$ cat src/rtl/stage_writeback.sv
// stage_writeback: MEM/WB pipeline register and writeback logic of the MIPS core.
// Captures memory-stage results and extracts/extends load data per access type.
// Drives the register-file write port and tracks HALT retirement.
// Optional feature: define WB_RETIRE_CNT_EN to add the o_retired committed-instruction counter.
module stage_writeback #(
    parameter int NB_DATA = 32,
    parameter int NB_ADDR = 5
) (
    input  logic               clk,
    input  logic               i_reset,
    input  logic               i_enable,
    input  logic               i_valid,
    input  logic [NB_DATA-1:0] i_alu_result,
    input  logic [NB_DATA-1:0] i_mem_data,
    input  logic [NB_ADDR-1:0] i_write_reg,
    input  logic               is_RegWrite,
    input  logic               is_MemtoReg,
    input  logic [2:0]         is_load_store_type,
    input  logic               i_halt,
    output logic [NB_ADDR-1:0] o_addr_data,
    output logic [NB_DATA-1:0] o_data,
    output logic               os_RegWrite,
    output logic               o_halted
`ifdef WB_RETIRE_CNT_EN
    ,
    output logic [NB_DATA-1:0] o_retired
`endif
);

    // Access-type encodings of is_load_store_type
    localparam logic [2:0] LS_LB  = 3'b000;
    localparam logic [2:0] LS_LH  = 3'b001;
    localparam logic [2:0] LS_LBU = 3'b100;
    localparam logic [2:0] LS_LHU = 3'b101;

    typedef struct packed {
        logic               valid;
        logic [NB_DATA-1:0] alu_result;
        logic [NB_DATA-1:0] mem_data;
        logic [NB_ADDR-1:0] write_reg;
        logic               reg_write;
        logic               mem_to_reg;
        logic [2:0]         load_store_type;
        logic               halt;
    } mem_wb_t;

    mem_wb_t     mem_wb;
    logic        halted;
    logic [1:0]  off;
    logic [7:0]  byte_lane;
    logic [15:0] half_lane;
    logic [NB_DATA-1:0] load_data;

    // MEM/WB register: advances on enable unless the core has halted
    // NOTE: sequential state uses non-blocking assignments so every register samples pre-edge values.
    always_ff @(posedge clk) begin
        if (i_reset) begin
            mem_wb <= '0;
        end else if (i_enable && !halted) begin
            mem_wb <= '{
                valid:           i_valid,
                alu_result:      i_alu_result,
                mem_data:        i_mem_data,
                write_reg:       i_write_reg,
                reg_write:       is_RegWrite,
                mem_to_reg:      is_MemtoReg,
                load_store_type: is_load_store_type,
                halt:            i_halt
            };
        end
    end

    // Sticky halt flag: set on the edge after a valid HALT sits in MEM/WB
    always_ff @(posedge clk) begin
        if (i_reset) begin
            halted <= 1'b0;
        end else if (mem_wb.valid && mem_wb.halt) begin
            halted <= 1'b1;
        end
    end

    assign off       = mem_wb.alu_result[1:0];
    assign byte_lane = 8'(mem_wb.mem_data >> {off, 3'b000});
    assign half_lane = off[1] ? mem_wb.mem_data[31:16] : mem_wb.mem_data[15:0];

    // Load extraction: select the addressed lane and extend it per access type
    // NOTE: load_data gets a default before the case so no path leaves it unassigned (no latch).
    always_comb begin
        load_data = mem_wb.mem_data;
        case (mem_wb.load_store_type)
            LS_LB:   load_data = {{(NB_DATA-8){byte_lane[7]}}, byte_lane};
            LS_LBU:  load_data = {{(NB_DATA-8){1'b0}}, byte_lane};
            LS_LH:   load_data = {{(NB_DATA-16){half_lane[15]}}, half_lane};
            LS_LHU:  load_data = {{(NB_DATA-16){1'b0}}, half_lane};
            default: load_data = mem_wb.mem_data;
        endcase
    end

    assign o_addr_data = mem_wb.write_reg;
    assign o_data      = mem_wb.mem_to_reg ? load_data : mem_wb.alu_result;
    // Bubbles, writes to $0, HALT itself and anything after halting never reach the register file.
    assign os_RegWrite = mem_wb.valid && mem_wb.reg_write && (mem_wb.write_reg != '0)
                         && !mem_wb.halt && !halted;
    assign o_halted    = halted;

`ifdef WB_RETIRE_CNT_EN
    logic [NB_DATA-1:0] retired;

    // Committed-instruction counter: counts each non-HALT valid slot as it leaves MEM/WB
    always_ff @(posedge clk) begin
        if (i_reset) begin
            retired <= '0;
        end else if (i_enable && !halted && mem_wb.valid && !mem_wb.halt) begin
            retired <= retired + 1'b1;
        end
    end

    assign o_retired = retired;
`endif

endmodule

$ cat config.mk
export PLATFORM = sky130hd
export DESIGN_NAME = stage_writeback
export DESIGN_NICKNAME = d
export VERILOG_FILES = /design/src/rtl/stage_writeback.sv
export SDC_FILE = /design/constraint.sdc
export NUM_CORES = 1
export LEC_CHECK = 0
export ABC_AREA = 1
export CORE_UTILIZATION = 48
export DETAILED_ROUTE_END_ITERATION = 8
export PLACE_DENSITY = 0.81
export RECOVER_POWER = 100
export SYNTH_ARGS = -nofsm -noshare
export SYNTH_HDL_FRONTEND = slang
export SYNTH_SLANG_ARGS = --single-unit
$ cat constraint.sdc
create_clock -name clk -period 1.7 [get_ports clk]
set_input_delay 0.34 -clock clk [delete_from_list [all_inputs] [get_ports clk]]
set_output_delay 0.34 -clock clk [all_outputs]
set_load 0.05 [all_outputs]
# --- Word-level counts from Yosys, hierarchy flattened ---
# Cells that the tools add are included.
classes:
  n_addsub: 0
  multipliers: 0
  div: 0
  n_lt_le_gt_ge: 0
  n_eq_ne: 3
  shift: 1
  n_mux: 3
  bitwise_logic: 0
  reduce_logical: 10
ops:
  columns: ["cell", "n"]
  rows:
  - ["32-bit one-hot mux with 4 select lines", 1]
  - ["32-bit 2-to-1 mux", 1]
  - ["32-bit by 5-bit >> shifter with 8-bit output", 1]
  - ["16-bit 2-to-1 mux", 1]
  - ["3-bit == test (second input constant)", 2]
  - ["1-bit logical AND", 6]
  - ["5-bit nonzero test", 1]
  - ["3-bit by 1-bit == test with 1-bit output (second input constant)", 1]
  - ["3-bit logical NOT", 1]
  - ["1-bit logical NOT", 2]
word_totals:
  ff_bits: 77
  latch_bits: 0
  mem_bits_rw: 0
  romBits: 0
  input_bits: 79
  out_inout_bits: 39
  elab_cells: 26
  mem_count: 0

# --- Depth between registers and ports, before layout ---
# Gate-level depths: netlist (run 1).
logic_depth:
  ltp_word: 4
  mapped_depth: 10
  ltp_nobuf: 8

# --- Least setup slack after synthesis (run 1) ---
# No wires, ideal clock.
synth_path:
  path_kind: "reg2out"
  start: "reg mem_wb[2] in the netlist's numbering"
  end: "out o_data[7]"
  arrival_time_ns: 1.562
  t_required_ns: 1.360
  setup_slack_ns: -0.202
  path_stages_with_launch: 7
  path_buffers: 2
  path_cell_list: "dfxtp_1 buf_6 buf_2 a21oi_1 o21ai_0 inv_1 a21oi_1"
synth_via:
  elab_chain_cells: 3
  word_cells_on_any_way: 6
  cone_classes: "eq/ne (3); mux (2); reduce/logical (1)"
synth_rtl:
  columns: ["item", "line", "source"]
  rows:
  - ["start, declared", "47", "mem_wb_t mem_wb;"]
  - ["start signal, assigned", "60", "mem_wb <= '{"]
  - ["3-bit == test (tied with other cells)", "90", "case (mem_wb.load_store_type)"]
  - ["32-bit one-hot mux with 4 select lines *", "90", null]
  - ["32-bit 2-to-1 mux *", "100", "assign o_data = mem_wb.mem_to_reg ? load_data : mem_wb.alu_result;"]
  - ["end, declared", "21", "output logic [NB_DATA-1:0] o_data,"]
# Mark *: on every way between the ends. The rest lies on a longest branch, timed or not.

# --- Worst setup path in the final report (run 1) ---
layout_path:
  start: "reg mem_wb[44] in the netlist's numbering"
  end: "out o_data[31]"
layout_via:
  elab_chain_cells: 3
  word_cells_on_any_way: 4
  cone_classes: "shift (1); mux (3)"
layout_rtl:
  columns: ["item", "line"]
  rows:
  - ["32-bit by 5-bit >> shifter with 8-bit output or 16-bit 2-to-1 mux (tied branches)", "83, 84"]
  - ["32-bit one-hot mux with 4 select lines *", "90"]
  - ["32-bit 2-to-1 mux *", "100"]
# Marks and branches as above.

==> metrics.cfg, run 1 <==
[clocking]
cts_tree = done
clock_latency_ns = 0.36
root_buffer = clkbuf_8
clk_pin_slew_ns = 0.08
clk_path_buf_depth = 2
cts_sinks = 77
htreeDepth = 3
numCtsBuffers = 9

[floorplanning]
dieArea_sq_um = 8680
initial_core_util = 0.506
fp.dieW_um = 93.2
rows = 32
core_sq_um = 7890
ios = 118
fp.dieH_um = 93.2

[synthesis]
synth_ff_type = dfxtp_1
ys_seq_area_frac = 0.386
synthesis.instances = 591
synthTopCellsByArea = dfxtp_1 (39%), nand2_1 (20%), a21oi_1 (12%)
synth_common_cells = nand2_1 (212), a21oi_1 (97), dfxtp_1 (77)
async_reset_ff_frac = 0
yosysTopAreaCell = dfxtp_1
netlist_area_sq_um = 3990
synth_cell_type_count = 25
synth_nets = 670
yosys_warnings = 0
synth_edf_count = 0
yosysMostFrequentCell = nand2_1
synth_area_per_cell_sq_um = 6.75
synth_top_area_frac = 0.386
ys_ff_latch = 77

[placement]
place_area_sq_um = 5250
place_ws_ns = -0.0828
placement.io_buffers = 117
hpwl_um = 8210
gp_congestion = 0.873

[finish]
fin_nets = 791
diodes = 0
drive_above_1_share = 0.277
final_area_sq_um = 5940
syn_to_final_growth_pct = 49.0
num-fill-cells = 612

[critical_path]
path_cells = buf_6, inv_6, nand2_4, nand2_4, nor2_4, nand2_8, nand3_1, nand2_1, inv_1, buf_6
path_class = reg2out
reg2reg_from = o_halted
required_ns = 1.36
path_delay_family = simple AND/OR/NAND/NOR gates
cp.buffers_inverters = 4
crit_arrival_ns = 1.72
r2r-end = mem_wb[44]
reg2regPathDepth = 5
r2r_slack_ns = 0.06
cp_slowest_cell = dfxtp_2
cpPeakStageDelay_ns = 0.35
crit_fanout = 16
crit_path_start_kind = flip-flop
end_kind = output port

[status]
status = complete, but fails checks
violations = negative setup slack

[timing]
fin_ws_ns = -0.356
maxSlewViolCount = 0
rsz0062_at_grt = true
finalHoldViolCount = 0
tightestPinTransition_ns = 1.00
fin_crit_ns = 2.06
holdWs_ns = 0.458
min_period_over_period = 1.21
setup_viol = 32
finalClockSkew_ns = 0.0112
relSlewSlack = 0.330
timing.fmax_mhz = 486

[route]
drcViolationCount = 0
vias = 4319
wirelength_um = 12200
drt-wirelength-per-cell_um = 14.9
dr.first_iter.drc_count = 207
drtPass1Iterations = 4
via_per_inst = 5.28
ant_nets = 0

[grt]
grt_max_degree = 48
grt_pass1_vias = 4136
grt.overflow.total = 0
antenna_found_initial = 0
grt_util_all_layers = 0.281
grt_pass1_wl_um = 19100

[power]
powerDensity_nw_per_um2 = 892
ir_drop_v = 0.000623
p_leak_nw = 2.63

[min_path]
worstHoldEndpoint = mem_wb[16]
hp-class = in2reg
hold_depth = 2
hold_path_startpoint = i_reset

[run]
maxCapViolCount = 0

## cell families (layout without fill, tap and decap cells)
logic type,count (synthesis),in the layout,share of synthesized area
flops,77,77,0.386
compound gates,133,133,0.180
simple gates,289,292,0.322
buf+inv,92,214,0.111
## metrics by stage
stage | std cells | total power, W | setup TNS [ns] | utilization
after CTS | 813 | 0.00522 | -9.33 | 0.738
after global placement | 793 | 0.00348 | -0.521 | 0.665
after floorplan | 591 | 0.00295 | 0 | -
final | 818 | 0.00530 | -9.86 | 0.753
after global routing | 818 | 0.00550 | -13.39 | 0.753
after detailed placement | 793 | 0.00349 | -1.16 | 0.665
## repair_timing
action / 4_1_cts / 5_1_grt
pin swaps: 13 / 16
buffers inserted: 4 / 4
setup endpoints to repair: 32 / 33
resized for setup: 86 / 42
hold buffers: 0 / 0
cloned: 1 / 2
## cells in the final DEF, fill, tap and decap left out, types with 7 or more instances in the layout
cell type / Yosys / routed
nand2_1: 212 / 188
a21oi_1: 97 / 93
clkdlybuf4s50_1: 0 / 76
dfxtp_1: 77 / 73
inv_1: 37 / 32
buf_6: 6 / 30
nand2_2: 4 / 24
nor2_1: 23 / 23
buf_4: 7 / 23
nand3_2: 14 / 21
a211oi_1: 19 / 19
or2_2: 16 / 16
clkbuf_8: 0 / 10
inv_2: 6 / 9
o21ai_2: 0 / 9
clkbuf_2: 0 / 8
nand2_4: 4 / 7
buf_8: 0 / 7
buf_12: 0 / 7
## per-layer routing
metal	vias up	GRT usage	wire, um	share of wire
li1	2133	-	-	-
met1	2003	0.340	4910	0.40
met2	156	0.472	6100	0.50
met3	27	0.0715	860	0.070
met4	0	0.119	348	0.028
met5	-	0	0	0
## area by class of cell
class	instances	area [sq um]	area share
sequential	77	1550	0.261
tap	102	128	0.0215
inverter	44	173	0.0291
multi-input combinational	425	2280	0.384
clock inverter	5	83.8	0.0141
timing repair buffer	155	1590	0.267
clock buffer	10	138	0.0232
## power breakdown
part | internal, W | switching [W] | leakage, nW
logic | 0.000722 | 0.000998 | 1.89
clock network | 0.000864 | 0.000714 | 0.105
registers | 0.00192 | 0.0000852 | 0.637
## flip-flops by register name, indices dropped and copies added, names as in the netlist
name	cells
mem_wb	71
o_addr_data	5
o_halted	1
## how the worst max path moves through the flow
stage	startpoint	to	slack, ns	depth (start not counted)
after floorplan	mem_wb[44]	o_data[10]	0.03	10
after global placement	mem_wb[44]	o_data[31]	-0.06	10
after detailed placement	mem_wb[44]	o_data[17]	-0.08	10
after CTS	mem_wb[44]	o_data[7]	-0.34	9
after global routing	mem_wb[44]	o_data[17]	-0.43	10
final	mem_wb[44]	o_data[31]	-0.36	10
## worst reg2reg max path, delay by kind of cell, from the launching register on
family | cells | cell delay (ns)
flops | 1 | 0.37
compound gates | 1 | 0.22
buf+inv | 2 | 0.57
simple gates | 2 | 0.37
Note: power is estimated with default switching activity, not from simulation.
==> run 2, diff against run 1 <==
CORE_MARGIN = 2   (was default)
REMOVE_ABC_BUFFERS = 1   (was default)
==> run 2 against run 1 <==
- worst hold slack improved by 0.0033 ns
- the run still ends with negative setup slack left
- die area is 4.3% higher
- sequential cell count unchanged
- cell area up 2.0%
- wire length grew 2.0%
- clock skew is 0.0070 ns lower
- setup slack got worse by 0.11 ns
- sequential share of layout area decreased by 0.47 points
- sequential power about the same
==> metrics.cfg, run 2 (synthesis results as in run 1) <==
[floorplanning]
core_sq_um = 8130
dieArea_sq_um = 9060
initial_core_util = 0.490
fp.dieW_um = 95.2
ios = 118
fp.dieH_um = 95.2
rows = 33

[finish]
num-fill-cells = 595
regArea_sq_um = 1550
syn_to_final_growth_pct = 51.9
fin_util = 0.745
top_register = mem_wb
fin_nets = 778
instances_no_fill = 807
drive_above_1_share = 0.279
largest_reg_flops = 71
multi_input_area_sq_um = 2400
diodes = 0
final_cell_mix = nand2_1 (173), a21oi_1 (92), clkdlybuf4s50_1 (77)
layout_commonest_cell = nand2_1
final_area_sq_um = 6060

[timing]
setup_viol = 32
tightestPinTransition_ns = 0.589
relSlewSlack = 0.609
fin_ws_ns = -0.464
maxSlewViolCount = 0
min_period_over_period = 1.27
fin_crit_ns = 2.16
rsz0062_at_grt = true
finalClockSkew_ns = 0.00420
finalHoldViolCount = 0
timing.fmax_mhz = 462

[min_path]
hp-class = reg2reg

[status]
status = complete, but fails checks
violations = negative setup slack

[placement]
hpwl_um = 7320
placedCellCount = 783
placement.io_buffers = 117
gp_congestion = 0.848
place_area_sq_um = 5270
place_ws_ns = -0.111

[clocking]
cts_tree = done
root_buffer = clkbuf_8
cts_sinks = 77
clk_path_buf_depth = 2
clk_pin_slew_ns = 0.08
htreeDepth = 3
clock_latency_ns = 0.34
numCtsBuffers = 9

[route]
vias = 4348
wirelength_um = 12500
via_per_inst = 5.39
dr.first_iter.drc_count = 231
ant_nets = 0
drcViolationCount = 0
drtPass1Iterations = 5
drt-wirelength-per-cell_um = 15.5

[run]
maxCapViolCount = 0

[critical_path]
required_ns = 1.36
path_class = reg2out
end_kind = output port
crit_fanout = 6
crit_arrival_ns = 1.82
crit_path_start_kind = flip-flop

[power]
powerDensity_nw_per_um2 = 904
ir_drop_v = 0.000640
p_leak_nw = 2.60

[grt]
grt_pass1_wl_um = 19400
grt_max_degree = 78
antenna_found_initial = 0
grt.overflow.total = 0
grt_util_all_layers = 0.274
grt_pass1_vias = 4128

-- run 2: changes by cell type in the layout (fill, tap and decap cells not counted), moves of 6 or more --
cell / before / now
nand2_1: 188 / 173
nand2_2: 24 / 33
buf_4: 23 / 14
buf_6: 30 / 17
buf_12: 7 / 17
o21ai_2: 9 / 3
-- run 2: where the power goes --
group          total, W  switching, W  internal (W)
clock network   0.00167      0.000674       0.00100
registers       0.00200     0.0000831       0.00191
logic           0.00181       0.00105      0.000756
total           0.00548       0.00181       0.00367
-- run 2: metal layers --
metal / GRT usage / wire length (um) / vias up
li1: - / - / 2101
met1: 0.335 / 4970 / 2040
met2: 0.465 / 6270 / 186
met3: 0.0664 / 979 / 21
met4: 0.104 / 250 / 0
met5: 0 / 0 / -
-- run 2: what timing repair did --
action | 4_1_cts | 5_1_grt
hold endpoints to repair | 0 | 0
endpoints found under the setup margin | 32 | 32
buffers inserted | 6 | 1
pin swaps | 15 | 31
cloned | 4 | 0
hold buffers | 0 | 0
resized for setup | 76 | 63
-- run 2: layout make-up --
cell class,instances,area share
clock buffers,10,0.0227
clock inverters,4,0.0161
inverters,44,0.0289
multi-input cells,426,0.397
flip-flops and latches,77,0.256
well taps,105,0.0217
repair buffers,141,0.257
-- run 2: path summary, 6_finish.rpt --
check,startpoint,end,slack (ns),cells past startpoint
setup / recovery,mem_wb[44],o_data[7],-0.46,9
hold / removal,mem_wb[72],mem_wb[72],0.46,2
setup reg to reg,o_halted,mem_wb[3],0.05,5
hold reg to reg,mem_wb[72],mem_wb[72],0.46,2
-- run 2: worst max-delay path, cell delays in order, from the launching register on --
cell and delay, ns:
dfxtp_2 0.35, buf_12 0.14, inv_8 0.05, nand2_4 0.08, buf_4 0.11, nand2_1 0.05
o21ai_0 0.25, inv_1 0.11, a21oi_2 0.17, buf_6 0.17
-- run 2: through the flow --
step | power, W | hold slack, ns | TNS, ns
2_1_floorplan | 0.00286 | 0.409 | -63.08
3_3_place_gp | 0.00349 | 0.449 | -0.924
3_5_place_dp | 0.00351 | 0.452 | -1.69
4_1_cts | 0.00539 | 0.465 | -10.03
5_1_grt | 0.00570 | 0.493 | -12.59
6_report | 0.00548 | 0.462 | -10.17
